--- src/rtl/spike_cnt_gen_pkg.sv ---
// Shared float32 field constants and FSM encoding for the spike count generator.
package spike_cnt_gen_pkg;

    localparam int FP_W     = 32;
    localparam int FP_EXP_W = 8;
    localparam int FP_MAN_W = 23;
    localparam int FP_BIAS  = 127;

    localparam logic [FP_W-1:0] FP_ZERO = 32'h0000_0000;
    localparam logic [FP_W-1:0] FP_ONE  = 32'h3F80_0000;

    typedef enum logic [1:0] {
        S_IDLE  = 2'd0,
        S_CONV  = 2'd1,
        S_ACCUM = 2'd2,
        S_EMIT  = 2'd3
    } state_t;

endpackage

--- src/rtl/spike_cnt_gen_float_to_fix.sv ---
// Combinational float32 -> unsigned Q(CNT_W).(FRAC_W) conversion, truncating toward zero.
module float_to_fix
    import spike_cnt_gen_pkg::*;
#(
    parameter int FRAC_W = 16,
    parameter int CNT_W  = 16
) (
    input  logic [FP_W-1:0]          i_f,
    output logic [CNT_W+FRAC_W-1:0]  o_fix,
    output logic                     o_sat
);

    localparam int TOT_W = CNT_W + FRAC_W;
    localparam int SH_W  = $clog2(TOT_W);

    logic                  w_sign;
    logic [FP_EXP_W-1:0]   w_exp;
    logic [FP_MAN_W-1:0]   w_man;
    logic [TOT_W+23:0]     w_wide;
    int                    w_sh;

    assign w_sign = i_f[FP_W-1];
    assign w_exp  = i_f[FP_W-2:FP_MAN_W];
    assign w_man  = i_f[FP_MAN_W-1:0];

    // w_sh is the left shift of {1,mant} before dropping the 23 mantissa fraction bits.
    always_comb begin
        o_fix  = '0;
        o_sat  = 1'b0;
        w_wide = '0;
        w_sh   = int'(w_exp) - FP_BIAS + FRAC_W;
        if (w_sign || (w_exp == '0)) begin
            o_fix = '0;
        end else if (w_exp == '1) begin
            if (w_man == '0) begin
                o_fix = '1;
                o_sat = 1'b1;
            end
        end else if (w_sh < 0) begin
            o_fix = '0;
        end else if (w_sh >= TOT_W) begin
            o_fix = '1;
            o_sat = 1'b1;
        end else begin
            w_wide = {{TOT_W{1'b0}}, 1'b1, w_man} << w_sh[SH_W-1:0];
            o_fix  = w_wide[TOT_W+22:23];
        end
    end

endmodule

--- src/rtl/spike_cnt_gen.sv ---
// Turns a float32 firing rate into a per-step integer spike count via a phase
// accumulator, and replays each count as a serialized pulse train.
module spike_cnt_gen
    import spike_cnt_gen_pkg::*;
#(
    parameter int FRAC_W    = 16,
    parameter int CNT_W     = 16,
    parameter int MAX_CNT   = 255,
    parameter int PULSE_GAP = 2
) (
    input  logic             clk,
    input  logic             reset,
    input  logic             step,
    input  logic [FP_W-1:0]  rate_f,
    output logic [31:0]      spike_cnt,
    output logic             cnt_valid,
    output logic             spike_pulse,
    output logic             busy,
    output logic             sat,
    output logic             missed_step,
    output state_t           dbg_state
);

    localparam int TOT_W = CNT_W + FRAC_W;
    localparam int GAP_W = $clog2(PULSE_GAP + 1);

    state_t                r_state;
    state_t                w_state_n;
    logic [TOT_W-1:0]      r_fix;
    logic                  r_conv_sat;
    logic [FRAC_W-1:0]     r_frac;
    logic [CNT_W:0]        r_pcnt;
    logic [GAP_W-1:0]      r_gap;

    logic [TOT_W-1:0]      w_fix;
    logic                  w_fix_sat;
    logic [TOT_W:0]        w_sum;
    logic [CNT_W:0]        w_int;
    logic                  w_clip_sat;
    logic [CNT_W:0]        w_clip;
    logic                  w_accept;
    logic                  w_fire;

    float_to_fix #(
        .FRAC_W (FRAC_W),
        .CNT_W  (CNT_W)
    ) u_f2x (
        .i_f    (rate_f),
        .o_fix  (w_fix),
        .o_sat  (w_fix_sat)
    );

    // The carry out of the fraction lands in the integer field before clipping.
    assign w_sum      = {1'b0, {CNT_W{1'b0}}, r_frac} + {1'b0, r_fix};
    assign w_int      = w_sum[TOT_W:FRAC_W];
    assign w_clip_sat = (w_int > (CNT_W+1)'(MAX_CNT));
    assign w_clip     = w_clip_sat ? (CNT_W+1)'(MAX_CNT) : w_int;
    assign dbg_state  = r_state;

    always_ff @(posedge clk or negedge reset) begin
        if (!reset) begin
            r_state <= S_IDLE;
        end else begin
            r_state <= w_state_n;
        end
    end

    always_comb begin
        w_state_n = r_state;
        w_accept  = 1'b0;
        w_fire    = 1'b0;
        case (r_state)
            S_IDLE: begin
                if (step) begin
                    w_state_n = S_CONV;
                    w_accept  = 1'b1;
                end
            end
            S_CONV: w_state_n = S_ACCUM;
            S_ACCUM: begin
                if (r_pcnt == '0) begin
                    w_state_n = S_IDLE;
                end else begin
                    w_state_n = S_EMIT;
                    w_fire    = 1'b1;
                end
            end
            S_EMIT: begin
                if (r_gap == '0) begin
                    if (r_pcnt == '0) w_state_n = S_IDLE;
                    else              w_fire    = 1'b1;
                end
            end
            default: w_state_n = S_IDLE;
        endcase
    end

    // Outputs are registered one state early so the count is visible during ACCUM.
    always_ff @(posedge clk or negedge reset) begin
        if (!reset) begin
            r_fix       <= '0;
            r_conv_sat  <= 1'b0;
            r_frac      <= '0;
            r_pcnt      <= '0;
            r_gap       <= '0;
            spike_cnt   <= '0;
            cnt_valid   <= 1'b0;
            spike_pulse <= 1'b0;
            busy        <= 1'b0;
            sat         <= 1'b0;
            missed_step <= 1'b0;
        end else begin
            cnt_valid   <= 1'b0;
            spike_pulse <= 1'b0;
            busy        <= (w_state_n != S_IDLE);
            if (step && (r_state != S_IDLE)) begin
                missed_step <= 1'b1;
            end
            if (w_accept) begin
                r_fix      <= w_fix;
                r_conv_sat <= w_fix_sat;
            end
            if (r_state == S_CONV) begin
                spike_cnt <= 32'(w_clip);
                cnt_valid <= 1'b1;
                sat       <= w_clip_sat | r_conv_sat;
                r_frac    <= w_sum[FRAC_W-1:0];
                r_pcnt    <= w_clip;
            end
            if (w_fire) begin
                spike_pulse <= 1'b1;
                r_pcnt      <= r_pcnt - 1'b1;
                r_gap       <= GAP_W'(PULSE_GAP - 1);
            end else if ((r_state == S_EMIT) && (r_gap != '0)) begin
                r_gap <= r_gap - 1'b1;
            end
        end
    end

endmodule

--- config.mk ---
export PLATFORM = sky130hd
export DESIGN_NAME = spike_cnt_gen
export DESIGN_NICKNAME = d
export VERILOG_FILES = /design/src/rtl/spike_cnt_gen_pkg.sv /design/src/rtl/spike_cnt_gen_float_to_fix.sv /design/src/rtl/spike_cnt_gen.sv
export SDC_FILE = /design/constraint.sdc
export NUM_CORES = 1
export LEC_CHECK = 0
export CAP_MARGIN = 20
export CORE_UTILIZATION = 58
export CTS_CLUSTER_DIAMETER = 80
export CTS_CLUSTER_SIZE = 28
export DETAILED_ROUTE_END_ITERATION = 8
export PLACE_DENSITY = 0.82
export SYNTH_ARGS = -nofsm -noshare
export SYNTH_HDL_FRONTEND = slang
export SYNTH_SLANG_ARGS = --single-unit
--- constraint.sdc ---
create_clock -name clk -period 3.6 [get_ports clk]
set_input_delay 0.54 -clock clk [delete_from_list [all_inputs] [get_ports clk]]
set_output_delay 0.54 -clock clk [all_outputs]
set_load 0.02 [all_outputs]
==> results.txt, run 1 <==
The critical path endpoint category is a flip-flop. Across the routed clock network, the largest skew measured is 0.007720 ns. The first global-routing pass estimated 28500 µm of wire. The number of instances in the placed design was 969. In the synthesized netlist the dominant register cell turns out to be sky130_fd_sc_hd__dfrtp_1.

The tools report the initial antenna violation count as 0. The min-delay analysis places its worst path in the category primary input to asynchronous set/reset pin. 74 I/O pins were placed.

For the aggregate global-route resource usage, the log shows 28.47%. The register bit total from synthesis is 92. The tree is rooted in a sky130_fd_sc_hd__clkbuf_16. TritonCTS built the clock tree. The area of the mapped netlist is 0.006882 mm². The final standard cell count with taps included and fillers excluded is 986, and the detail-routed via count per cell is 6.340.

The logs give 0.37 ns for the register-to-register setup slack and 0.01230 mm² for the die area. The floorplan step set the die width to 110.9 µm. The fraction of layout instances using a drive strength above 1 works out to 10.56%.

The longest clock path from root to sink contains 2 buffers. The number of slew-limit violations in the final report came out at 0. The dominant cell type by area after synthesis was sky130_fd_sc_hd__dfrtp_1. The number of antenna diodes in the final layout is 0. Relative to the synthesized area, the layout overhead comes to 16.20%. Measured on the finished design, the core utilization comes to 69.73%. Summed over all cells, the static leakage comes to 0.003407 µW. The largest net degree at the start of global routing was 93; the mean cell area of the mapped netlist was 8.744 µm². Among all cell types in the netlist, the one instantiated most often is sky130_fd_sc_hd__nand2_1.

The run gives 0 as the post-CTS setup buffer count. The synthesized instance count was 787; the count of different cell masters after synthesis was 73. In the synthesized netlist the async set-or-reset flop fraction comes to 100.0%.

The filler cell count is 897. VDD sags by at most 0.0005044 V. STA puts the critical path data required time at 3.82 ns. In this run the cell area measured after placement is 0.007645 mm².

The number of levels the H-tree was split into was 3; the clock-pin slew on the worst setup and hold paths was 0.07 ns. The routed length per instance is 17.28 µm, and the via count of the first global-routing pass is 5835. The routed via count was 6251. The worst setup path is launched from a primary input. The residual antenna-violating net count after detailed routing is 0.

Clock tree synthesis found a total of 92 sinks. The buffer and inverter count on the worst path is 2, and the effective utilization at floorplan is 60.01%. After detailed routing, the number of remaining DRC violations is 0. The core region is 0.01147 mm².

The final critical path takes up 92.93% of the cycle. Cell at the slowest stage of the critical path: sky130_fd_sc_hd__clkdlybuf4s50_1. The Yosys step of the flow raised 0 warnings. The flow ran to the end, and the final reports show no timing, DRC or antenna violations. Setup total negative slack on the finished layout was measured at 0 ns. The overflow left after global routing was 0. The final weighted congestion of routability-driven global placement is 0.9359, and the top achievable clock speed is 298.9 MHz. The signal on the critical path passes through clkdlybuf4s50_1 -> nand3_1 -> nor2_2 -> nand3_1 -> nand2_1 -> o21ai_0 -> o22ai_1 -> a32o_1 -> nand2_1 -> ha_1 -> nand4b_1 -> nor4_1 -> nand4_1 -> o21a_1 -> buf_12 -> a221o_1.

The floorplan has 39 rows. Setup violations remaining at the end of the flow were counted as 0. In this run the worst path has a maximum fanout of 33. Measured along the y axis, the die boundary spans 110.9 µm. The total power per unit cell area works out to 532.8 mW/mm². The critical path is of the primary input to flip-flop type.

In this run, post-CTS hold repair placed 0 buffers. The stage delay of the slowest cell on the critical path was 0.49 ns. Setup repair after global routing left no endpoint under its margin. The family of cells with the greatest summed delay on the critical path is simple AND/OR/NAND/NOR gates. Across the run, the number of max-cap violations was 0.

At the later pin of the worst-skew pair, clock insertion delay measures 0.35 ns. The commonest cells after synthesis are 109 x sky130_fd_sc_hd__nand2_1, 92 x sky130_fd_sc_hd__dfrtp_1, 65 x sky130_fd_sc_hd__o21ai_0, 63 x sky130_fd_sc_hd__nor2_1, 42 x sky130_fd_sc_hd__a21oi_1. Ranked by total cell area, the synthesized netlist is headed by sky130_fd_sc_hd__dfrtp_1 33%, sky130_fd_sc_hd__mux4_2 6.2%, sky130_fd_sc_hd__nand2_1 5.9%, sky130_fd_sc_hd__ha_1 5.8%, sky130_fd_sc_hd__o21ai_0 4.7%. The critical path data arrival time was 3.57 ns; the number of endpoints with negative hold slack in the final report was 0.

The port buffer count works out to 58. The top cell type by area accounts for 33.45% of the synthesized area. For the final routed wirelength across all metal layers, the log shows 17040 µm. The worst pin sits at a relative slew slack of 57.80%. Gates resized during post-CTS repair numbered 0.

After the first detailed-routing iteration, the DRC count stood at 478. The tools report the number of nets in the layout as 906. At the pin with the least slew margin, the transition time is 0.6263 ns.

The number of buffers inserted during clock tree synthesis is 9, and the number of synthesized flops with an enable pin is 0. Summed over all nets, the half-perimeter wirelength after detailed placement is 13030 µm. Summed area of non-filler cells in the final layout: 0.007996 mm². After synthesis, flip-flops and latches occupy 33.45% of the total area.

Length of the first detailed-routing pass in iterations: 5. The worst path needs 3.345 ns of the cycle, external delays included.
==> path summary, 6_finish.rpt <==
path / start / to / cells past startpoint
setup reg to reg: r_fix[0] / r_pcnt[5] / 13
max in group asynchronous: reset / r_frac[4] / 2
hold reg to reg: missed_step / missed_step / 1
min in group clk: missed_step / missed_step / 1
hold / removal: reset / r_pcnt[7] / 1
setup / recovery: rate_f[27] / r_fix[31] / 16
==> layout make-up <==
cell class	instances	area, µm²	area share (%)
Inverter	23	86.33	1.080
Clock inverter	5	60.06	0.7511
Timing Repair Buffer	88	843.3	10.55
Tap cell	143	178.9	2.238
Multi-Input combinational cell	624	4273	53.43
Sequential cell	92	2302	28.79
Clock buffer	11	252.7	3.161
==> metrics by stage <==
stage	setup slack, ns	power, µW	hold slack [ns]
final	0.2545	4260	0.1211
after global placement	0.08957	3178	0.4512
after detailed placement	-0.1315	3265	0.4529
after floorplan	0.02092	2761	0.2444
after CTS	0.1884	4254	0.4547
after global routing	0.07388	4561	0.1480
==> per-layer routing <==
metal	track usage [%]	part of all wire, %	up-vias
met5	0	0	-
met4	8.978	1.8	0
met3	3.773	5.3	22
met2	45.88	47	224
met1	39.93	46	3005
li1	-	-	3000
==> cells in the final DEF (no fill, tap or decap), types with 15 or more instances in the layout <==
cell type                           n
sky130_fd_sc_hd__nor2_1            61
sky130_fd_sc_hd__a31oi_1           19
sky130_fd_sc_hd__ha_1              32
sky130_fd_sc_hd__inv_1             21
sky130_fd_sc_hd__nand2_1          109
sky130_fd_sc_hd__mux4_2            19
sky130_fd_sc_hd__o21ai_0           65
sky130_fd_sc_hd__buf_4             28
sky130_fd_sc_hd__a221o_1           32
sky130_fd_sc_hd__nand3_1           28
sky130_fd_sc_hd__clkdlybuf4s50_1   56
sky130_fd_sc_hd__dfrtp_1           92
sky130_fd_sc_hd__conb_1            15
sky130_fd_sc_hd__mux2i_1           17
sky130_fd_sc_hd__xor2_1            15
sky130_fd_sc_hd__a21oi_1           42
==> logic make-up (layout without fill, tap and decap cells) <==
| logic type | Yosys count | count (layout) | share of synthesized area, % |
|---|---|---|---|
| fa+ha+maj | 33 | 33 | 6.109 |
| xor+xnor | 30 | 30 | 3.818 |
| compound gates | 218 | 218 | 21.47 |
| flops | 92 | 92 | 33.45 |
| mux | 36 | 36 | 8.691 |
| buf+inv | 85 | 127 | 5.745 |
| simple gates | 292 | 292 | 20.65 |
| other cells | 1 | 15 | 0.05449 |
==> where the power goes <==
part           switching, µW  total (µW)  internal [µW]
Combinational           1020        1780            761
Sequential               215        1500           1280
Clock                    403         980            577
==> state kept, by name, summed over array words and instances (netlist names) <==
name / count
busy: 1
cnt_valid: 1
dbg_state: 2
missed_step: 1
r_conv_sat: 1
r_fix: 32
r_frac: 16
r_gap: 2
r_pcnt: 17
sat: 1
spike_cnt: 17
spike_pulse: 1
Power figures use the tool's default switching activity.
==> inputs of run 2 (changes only) <==
--- a/config.mk
+++ b/config.mk
@@ -6,11 +6,13 @@
 export NUM_CORES = 1
 export LEC_CHECK = 0
 export CAP_MARGIN = 20
-export CORE_UTILIZATION = 58
+export CELL_PAD_IN_SITES_DETAIL_PLACEMENT = 2
+export CELL_PAD_IN_SITES_GLOBAL_PLACEMENT = 2
+export CORE_UTILIZATION = 35
 export CTS_CLUSTER_DIAMETER = 80
 export CTS_CLUSTER_SIZE = 28
 export DETAILED_ROUTE_END_ITERATION = 8
-export PLACE_DENSITY = 0.82
+export PLACE_DENSITY_LB_ADDON = 0.1
 export SYNTH_ARGS = -nofsm -noshare
 export SYNTH_HDL_FRONTEND = slang
 export SYNTH_SLANG_ARGS = --single-unit
==> run 2 against run 1 <==
Clock power fell by 7.1%; clock skew rose by 0.0051 ns; fmax rose by 1.7%; sequential power barely moved; utilization fell by 27 points; non-clock buffer count rose by 7; total power rose by 0.92%; final cell count rose by 13%; combinational power rose by 6%; first-iteration DRC count fell by 35%; critical path type unchanged; critical endpoint is now r_fix[17].
==> results.txt, run 2 (synthesis results as in run 1) <==
The largest registers in the layout are r_fix (32), r_pcnt (17), spike_cnt (17). For the routed via count, the log shows 6308. The total number of clock tree sinks came out at 92.

In this run, the number of DRC markers left after iteration 0 of detailed routing was 312. The element type at the critical path start was a primary input. The maximum fanout along the worst path is 33. Dividing the detail-routed via count by the number of cells gives 5.683.

The tools report the total number of placement rows as 50. The later-pin clock latency in the skew report was 0.36 ns; the final critical-path required period was 3.290 ns. The clock-pin slew on the worst setup and hold paths is 0.07 ns. In this run the remaining antenna-violating nets after routing total 0. Measured along the x axis, the die boundary spans 142.2 µm. The net switching fraction of the power was 41.03%. The share of total power dissipated in the clock network is 21.2%.

Counting the buffers created by CTS gives 9. The final weighted congestion of routability-driven global placement is 0.8665. Classification of the worst-slack hold path: primary input to asynchronous set/reset pin. Before antenna repair, the detailed router went through 4 iterations.

In this run the power spent charging and discharging nets is 1764 µW. More flip-flops sit in one register than any other, and that register is r_fix. The library cells used most frequently in the layout, excluding fill and tap cells, are 109 x sky130_fd_sc_hd__nand2_1, 92 x sky130_fd_sc_hd__dfrtp_1, 65 x sky130_fd_sc_hd__o21ai_0, 62 x sky130_fd_sc_hd__nor2_1, 56 x sky130_fd_sc_hd__clkdlybuf4s50_1. At the end of the flow the core is filled with cells to 42.92%.

The region available for standard cell placement spans 0.01902 mm². The buffer and inverter count on the worst path came out at 2. Summing all placed instances gives a cell area of 0.007856 mm². The H-tree was split into 3 levels. For the post-CTS setup buffer count, the log shows 0. The run gives 23.26% as the aggregate global-route resource usage.

The library cell used most frequently in the layout, excluding fill and tap cells, is sky130_fd_sc_hd__nand2_1. Layout-stage area growth over the synthesis result: 18.62%. Top achievable clock speed: 304.0 MHz. The final layout contains 913 nets.

The signal on the critical path passes through clkdlybuf4s50_1 -> nand3_1 -> nor2_2 -> nand2_1 -> xor2_1 -> nor2_1 -> nand2_1 -> ha_1 -> nor4b_1 -> nand3_1 -> nor4_1 -> nand4_1 -> o21a_1 -> buf_12 -> a221o_1. In the routed design, unresolved DRC markers number 0. The port buffer count was 58. Setup slack on the critical path of the routed design comes to 0.3101 ns.

The detailed placement HPWL was 17330 µm. STA classifies the critical path endpoint as a flip-flop. The portion of the clock cycle consumed by the worst path in the final layout is 91.39%, and the power share of the combinational group is 43.8%. The largest vdd supply drop came out at 0.0002328 V. The run finished with clean final reports. The routed design has 22010 µm of wire. Summed over all cells, the static leakage comes to 0.003425 µW. TritonCTS built the clock tree. The critical path in this run is classified as primary input to flip-flop. For this design the top-level I/O count stands at 74. After routing the design area is 0.008163 mm². Required time at the worst-slack endpoint: 3.84 ns.

The die area was 0.02023 mm². Setup repair after global routing left no endpoint under its margin. For the number of slew-limit violations in the final report, the log shows 0.

The logs give 3.53 ns for the critical path data arrival time and 0 for the initial antenna violation count. The final clock skew is 0.01284 ns. The internal power summed over all cells was 2535 µW; the number of endpoints with negative hold slack in the final report was 0.

The number of antenna diodes in the final layout is 0. On the critical path the largest part of the delay comes from simple AND/OR/NAND/NOR gates. Sequential cells account for 35.1% of the total power. After detailed routing, the average wire length per cell comes to 19.83 µm. The worst slew margin relative to its limit was 49.11%; the overflow left after global routing was 0. The cell sitting at the root of the clock tree is a sky130_fd_sc_hd__clkbuf_16.

Total power for the finished layout comes to 4299 µW. The flip-flop count of the largest register, all copies and words added is 32. The pre-CTS setup slack was -0.1737 ns. The via count of the first global-routing pass came out at 6823. Largest net degree at the start of global routing: 79. The filler cell count came out at 2169. Setup violations remaining at the end of the flow were counted as 0. Across the run, the number of max-cap violations was 0.

For the effective utilization at floorplan, the log shows 36.18%. The slowest stage of the critical path is the sky130_fd_sc_hd__clkdlybuf4s50_1 cell. For the pin with the worst max-slew slack, the measured transition is 0.7554 ns. The clock passes through at most 2 buffers.

For the final total negative setup slack, the log shows 0 ns. The first global-routing pass estimated 36800 µm of wire. The die span in y is 142.2 µm, and the stage delay of the slowest cell on the critical path is 0.50 ns. Power spread over the standard cell area amounts to 526.7 mW/mm². Cells with a size suffix above 1 make up 10.94% of the layout.
[run 2: worst reg2reg max path, cell delays in order, from the launching register on]
cell and delay [ns]:
sky130_fd_sc_hd__dfrtp_1 0.36, sky130_fd_sc_hd__ha_1 0.18, sky130_fd_sc_hd__inv_1 0.06, sky130_fd_sc_hd__fa_1 0.43
sky130_fd_sc_hd__nor2b_1 0.19, sky130_fd_sc_hd__o31ai_1 0.10, sky130_fd_sc_hd__and2_1 0.19, sky130_fd_sc_hd__o311a_1 0.44
sky130_fd_sc_hd__o311ai_0 0.12, sky130_fd_sc_hd__and4b_1 0.28, sky130_fd_sc_hd__nand4b_1 0.16, sky130_fd_sc_hd__nor3_4 0.20
sky130_fd_sc_hd__buf_4 0.25, sky130_fd_sc_hd__o2111ai_1 0.13
[run 2: timing repair]
action / in CTS / in global routing
endpoints found under the setup margin: 0 / 32
resized for setup: 0 / 1
hold buffers: 0 / 0
[run 2: power groups by stage]
| stage | clock [µW] | combinational, µW | sequential [µW] |
|---|---|---|---|
| 2_1_floorplan | 0 | 1280 | 1480 |
| 4_1_cts | 939 | 1900 | 1510 |
| 3_3_place_gp | 0 | 1770 | 1500 |
| 6_report | 910 | 1880 | 1510 |
| 5_1_grt | 974 | 2100 | 1550 |
| 3_5_place_dp | 0 | 1880 | 1520 |
[run 2: path summary, 6_finish.rpt]
kind | start | end | slack [ns] | cells past startpoint
max | rate_f[25] | r_fix[17] | 0.31 | 15
min | reset | spike_cnt[5] | 0.11 | 1
max reg2reg | r_fix[0] | r_pcnt[6] | 0.37 | 13
min reg2reg | missed_step | missed_step | 0.48 | 1
max in group asynchronous | reset | r_fix[14] | 2.62 | 3
min in group clk | missed_step | missed_step | 0.48 | 1
[run 2: metal layers]
metal / part of all wire [%] / GRT usage (%) / up-vias
li1: - / - / 3001
met1: 46 / 30.40 / 3200
met2: 51 / 41.31 / 93
met3: 1.9 / 2.153 / 14
met4: 1.1 / 5.433 / 0
met5: 0 / 0 / -
[run 2: metrics by stage]
step | hold WS, ns | std cells
4_1_cts | 0.4012 | 1109
3_5_place_dp | 0.4658 | 1093
5_1_grt | 0.1457 | 1110
2_1_floorplan | 0.2444 | 801
6_report | 0.1132 | 1110
3_3_place_gp | 0.4554 | 1093
[run 2: final cells by class]
cell class,count,area (µm²),share of cell area (%)
Clock buffer,10,229.0,2.805
Tap cell,260,325.3,3.985
Clock inverter,6,47.55,0.5825
Inverter,23,86.33,1.058
Multi-Input combinational cell,624,4264,52.24
Timing Repair Buffer,95,908.4,11.13
Sequential cell,92,2302,28.20
==> inputs of run 3 (changes only) <==
--- a/config.mk
+++ b/config.mk
@@ -5,10 +5,11 @@
 export SDC_FILE = /design/constraint.sdc
 export NUM_CORES = 1
 export LEC_CHECK = 0
+export ABC_AREA = 1
 export CAP_MARGIN = 20
 export CELL_PAD_IN_SITES_DETAIL_PLACEMENT = 2
 export CELL_PAD_IN_SITES_GLOBAL_PLACEMENT = 2
-export CORE_UTILIZATION = 35
+export CORE_UTILIZATION = 33
 export CTS_CLUSTER_DIAMETER = 80
 export CTS_CLUSTER_SIZE = 28
 export DETAILED_ROUTE_END_ITERATION = 8
==> run 3 against run 2 <==
Synthesized cell count is 49% higher; die area up 21%; utilization is 4.0 points lower; sequential cell count unchanged; non-clock buffer count shrank 9; largest power group is now sequential cells.
==> results.txt, run 3 <==
The via count of the first global-routing pass was 8193; the transition time at the pin with the least slew margin was 0.7601 ns. For the remaining routing DRC violations, the log shows 0. Routed via count: 7724. Clock tree synthesis inserted a total of 9 buffers.

The mean cell area of the mapped netlist came out at 6.703 µm². The logs give 48 for the count of different cell masters after synthesis and 0 for the initial antenna violation count. Clock-pin slew was measured on the worst setup and hold paths at 0.08 ns. The number of antenna diodes in the final layout is 0.

The flow ran to the end, and the final reports show no timing, DRC or antenna violations. STA puts the critical path data arrival time at 3.51 ns. The tool flagged a number of max-cap violations equal to 0.

The register with the most flip-flops is r_fix. In the final layout, the share of cells above drive strength 1 is 9.393%. For the number of slew-limit violations in the final report, the log shows 0. The count of nets left with antenna violations once routing finished came out at 0.

The die span in y was 156.4 µm; the maximum fanout along the worst path was 16. During synthesis, Yosys emitted a total of 0 warnings. From synthesis to final layout, the design area changed by 15.93%.

The core region is 0.02340 mm². The number of I/O pins was 74. The final routed wirelength across all metal layers came out at 26770 µm. The largest net degree at the start of global routing is 51. The die is 156.4 µm wide. The top achievable clock speed was 302.5 MHz; the number of levels the H-tree was split into was 3.

For the final clock skew, the log shows 0.01381 ns. The cell at the slowest stage of the critical path was sky130_fd_sc_hd__clkdlybuf4s50_1. The pre-CTS setup slack is -0.1074 ns. The synthesized design contains 92 register bits. Post-CTS setup buffer count: 0.

The total overflow left after global routing is 0. The run gives 92 as the total number of clock tree sinks. Before antenna repair, the detailed router went through 5 iterations. The final weighted congestion of routability-driven global placement came out at 0.8820. The die area is 0.02445 mm².

Summed over all instances, the cell type with the most area after synthesis is sky130_fd_sc_hd__dfrtp_1. In this run, synthesis inferred 0 flip-flops with an integrated enable. The detail-routed via count per cell is 4.970, and the port buffer count is 58. For this run, the slowest stage of the critical path takes 0.52 ns. The share of the yosys chip area belonging to registers was 29.28%; the aggregate global-route resource usage was 22.97%.

IR analysis of the VDD net gives a maximum drop of 0.0001945 V. The commonest cells after synthesis are 357 x sky130_fd_sc_hd__nand2_1, 153 x sky130_fd_sc_hd__inv_1, 104 x sky130_fd_sc_hd__nor2_1, 92 x sky130_fd_sc_hd__dfrtp_1, 76 x sky130_fd_sc_hd__o21ai_0. Summed over all nets, the half-perimeter wirelength after detailed placement is 21590 µm. The number of violations reported at the end of detailed-routing iteration 0 came out at 259. Setup repair after global routing left no endpoint under its margin.

Later-pin clock latency in the skew report: 0.36 ns. The post-cts hold buffer count was 0; the area of the mapped netlist was 0.007863 mm². The worst pin sits at a relative slew slack of 49.14%. By area the synthesized netlist is led by sky130_fd_sc_hd__dfrtp_1 29%, sky130_fd_sc_hd__nand2_1 17%, sky130_fd_sc_hd__inv_1 7.3%, sky130_fd_sc_hd__ha_1 5.1%, sky130_fd_sc_hd__nor2_1 5.0%. Traced cell by cell, the critical path runs through clkdlybuf4s50_1 -> ha_1 -> nand2_1 -> inv_2 -> nand3_2 -> o21ai_1 -> nand2_4 -> nor2_1 -> nand2_1 -> ha_1 -> nand2_1 -> inv_1 -> nand4_1 -> nor3_2 -> nand3_1 -> nor2_2 -> nand3_2 -> nand2_4 -> buf_12 -> nand3_2. After layout, the worst path uses 91.82% of the clock period.

The largest registers in the layout are r_fix (32), r_pcnt (17), spike_cnt (17). In this run the static leakage power is 0.004721 µW. The tools report the effective utilization at floorplan as 33.60%. Leaving out fill and tap cells, the most frequent cell in the layout is sky130_fd_sc_hd__nand2_1. The register with the most flip-flops in the layout has 32 of them.

Library cell used as clock root buffer: sky130_fd_sc_hd__clkbuf_16. Counting along the longest clock path gives a buffer depth of 2. The total power per unit cell area was 272.1 mW/mm²; the routed length per instance was 17.22 µm. The library cells used most frequently in the layout, excluding fill and tap cells, are 357 x sky130_fd_sc_hd__nand2_1, 153 x sky130_fd_sc_hd__inv_1, 103 x sky130_fd_sc_hd__nor2_1, 92 x sky130_fd_sc_hd__dfrtp_1, 76 x sky130_fd_sc_hd__o21ai_0. For this run, the leading register cell type out of synthesis is sky130_fd_sc_hd__dfrtp_1.

The worst-case setup margin in the final layout is 0.2944 ns, and the fraction of registers with async set or reset after synthesis is 100.0%. The final critical-path required period came out at 3.306 ns. The tightest min-delay check is of the primary input to asynchronous set/reset pin type. The type of the setup path with the least slack is primary input to flip-flop. TritonCTS built the clock tree.

The first global-routing pass estimated 43610 µm of wire. The tools report the required time at the worst-slack endpoint as 3.81 ns. sky130_fd_sc_hd__nand2_1 is the most common cell in the netlist. After technology mapping, the gate count stands at 1173. The critical path endpoint category was a flip-flop. The total number of placement rows is 56. Setup violations remaining at the end of the flow were counted as 0.

Of the post-synthesis cell area, the dominant cell type holds 29.28%. The logs give 0 for the number of endpoints with negative hold slack in the final report and 1298 for the number of nets in the layout. The final total negative setup slack is 0 ns.

The worst setup path is launched from a primary input.
==> run 3: kinds of logic after synthesis <==
logic type	after synthesis	synth area share [%]
AO/OA/AOI/OAI	152	10.84
XOR/XNOR	34	3.978
adder cells (fa/ha/maj)	33	5.347
buffers and inverters	215	12.00
flip-flops	92	29.28
multiplexers	13	1.655
other	1	0.04769
AND/OR/NAND/NOR	633	36.86
==> run 3: path summary, 6_finish.rpt <==
path,from,end,slack (ns),cells past startpoint
max reg2reg,r_fix[0],r_pcnt[1],0.57,14
max,rate_f[23],r_fix[22],0.29,20
max in group asynchronous,reset,r_frac[9],2.56,2
min reg2reg,r_frac[0],r_frac[0],0.49,2
min,reset,r_frac[5],0.21,1
min in group clk,r_frac[0],r_frac[0],0.49,2
==> run 3: report_power, final <==
part           total [µW]  leakage (µW)      switching (µW)  internal (µW)
clock network        1020      0.000153                 522            502
registers            1030       0.00114  0.0000000000000107           1030
logic                 424       0.00343                 283            141
total                2480       0.00472                 805           1680
==> run 3: final cells by class <==
type / count / area (µm²)
inverters: 161 / 604.3
fillers: 2861 / 14290
clock inverters: 7 / 93.84
well taps: 319 / 399.1
multi-input cells: 880 / 4690
clock buffers: 9 / 225.2
repair buffers: 86 / 800.8
flip-flops and latches: 92 / 2302
==> run 3: what timing repair did <==
item,in CTS,in global routing
hold endpoints to repair,0,0
gates resized for setup,0,3
endpoints found under the setup margin,0,28
==> run 3: metrics by stage <==
step                instances  utilization (%)  total power [µW]  instance area, µm²  hold slack (ns)
floorplan                1187                -              1316                7915           0.2444
global placement         1538            37.53              1471                8783           0.4618
detailed placement       1538            37.53              1479                8783           0.4732
CTS                      1554            38.90              2506                9102           0.2517
global route             1554            38.95              2592                9115           0.2653
finish                   1554            38.95              2481                9115           0.2122
==> run 3: critical path, delay by kind of cell <==
| family | cells | cell delay [ns] |
|---|---|---|
| simple gates | 13 | 1.45 |
| fa+ha+maj | 2 | 0.47 |
| buf+inv | 4 | 0.83 |
| compound gates | 1 | 0.24 |
==> run 3: metal layers <==
layer	share of wire, %	track usage [%]
met1	48	30.75
met2	48	39.35
met3	2.4	2.852
met4	1.5	4.949
met5	0	0
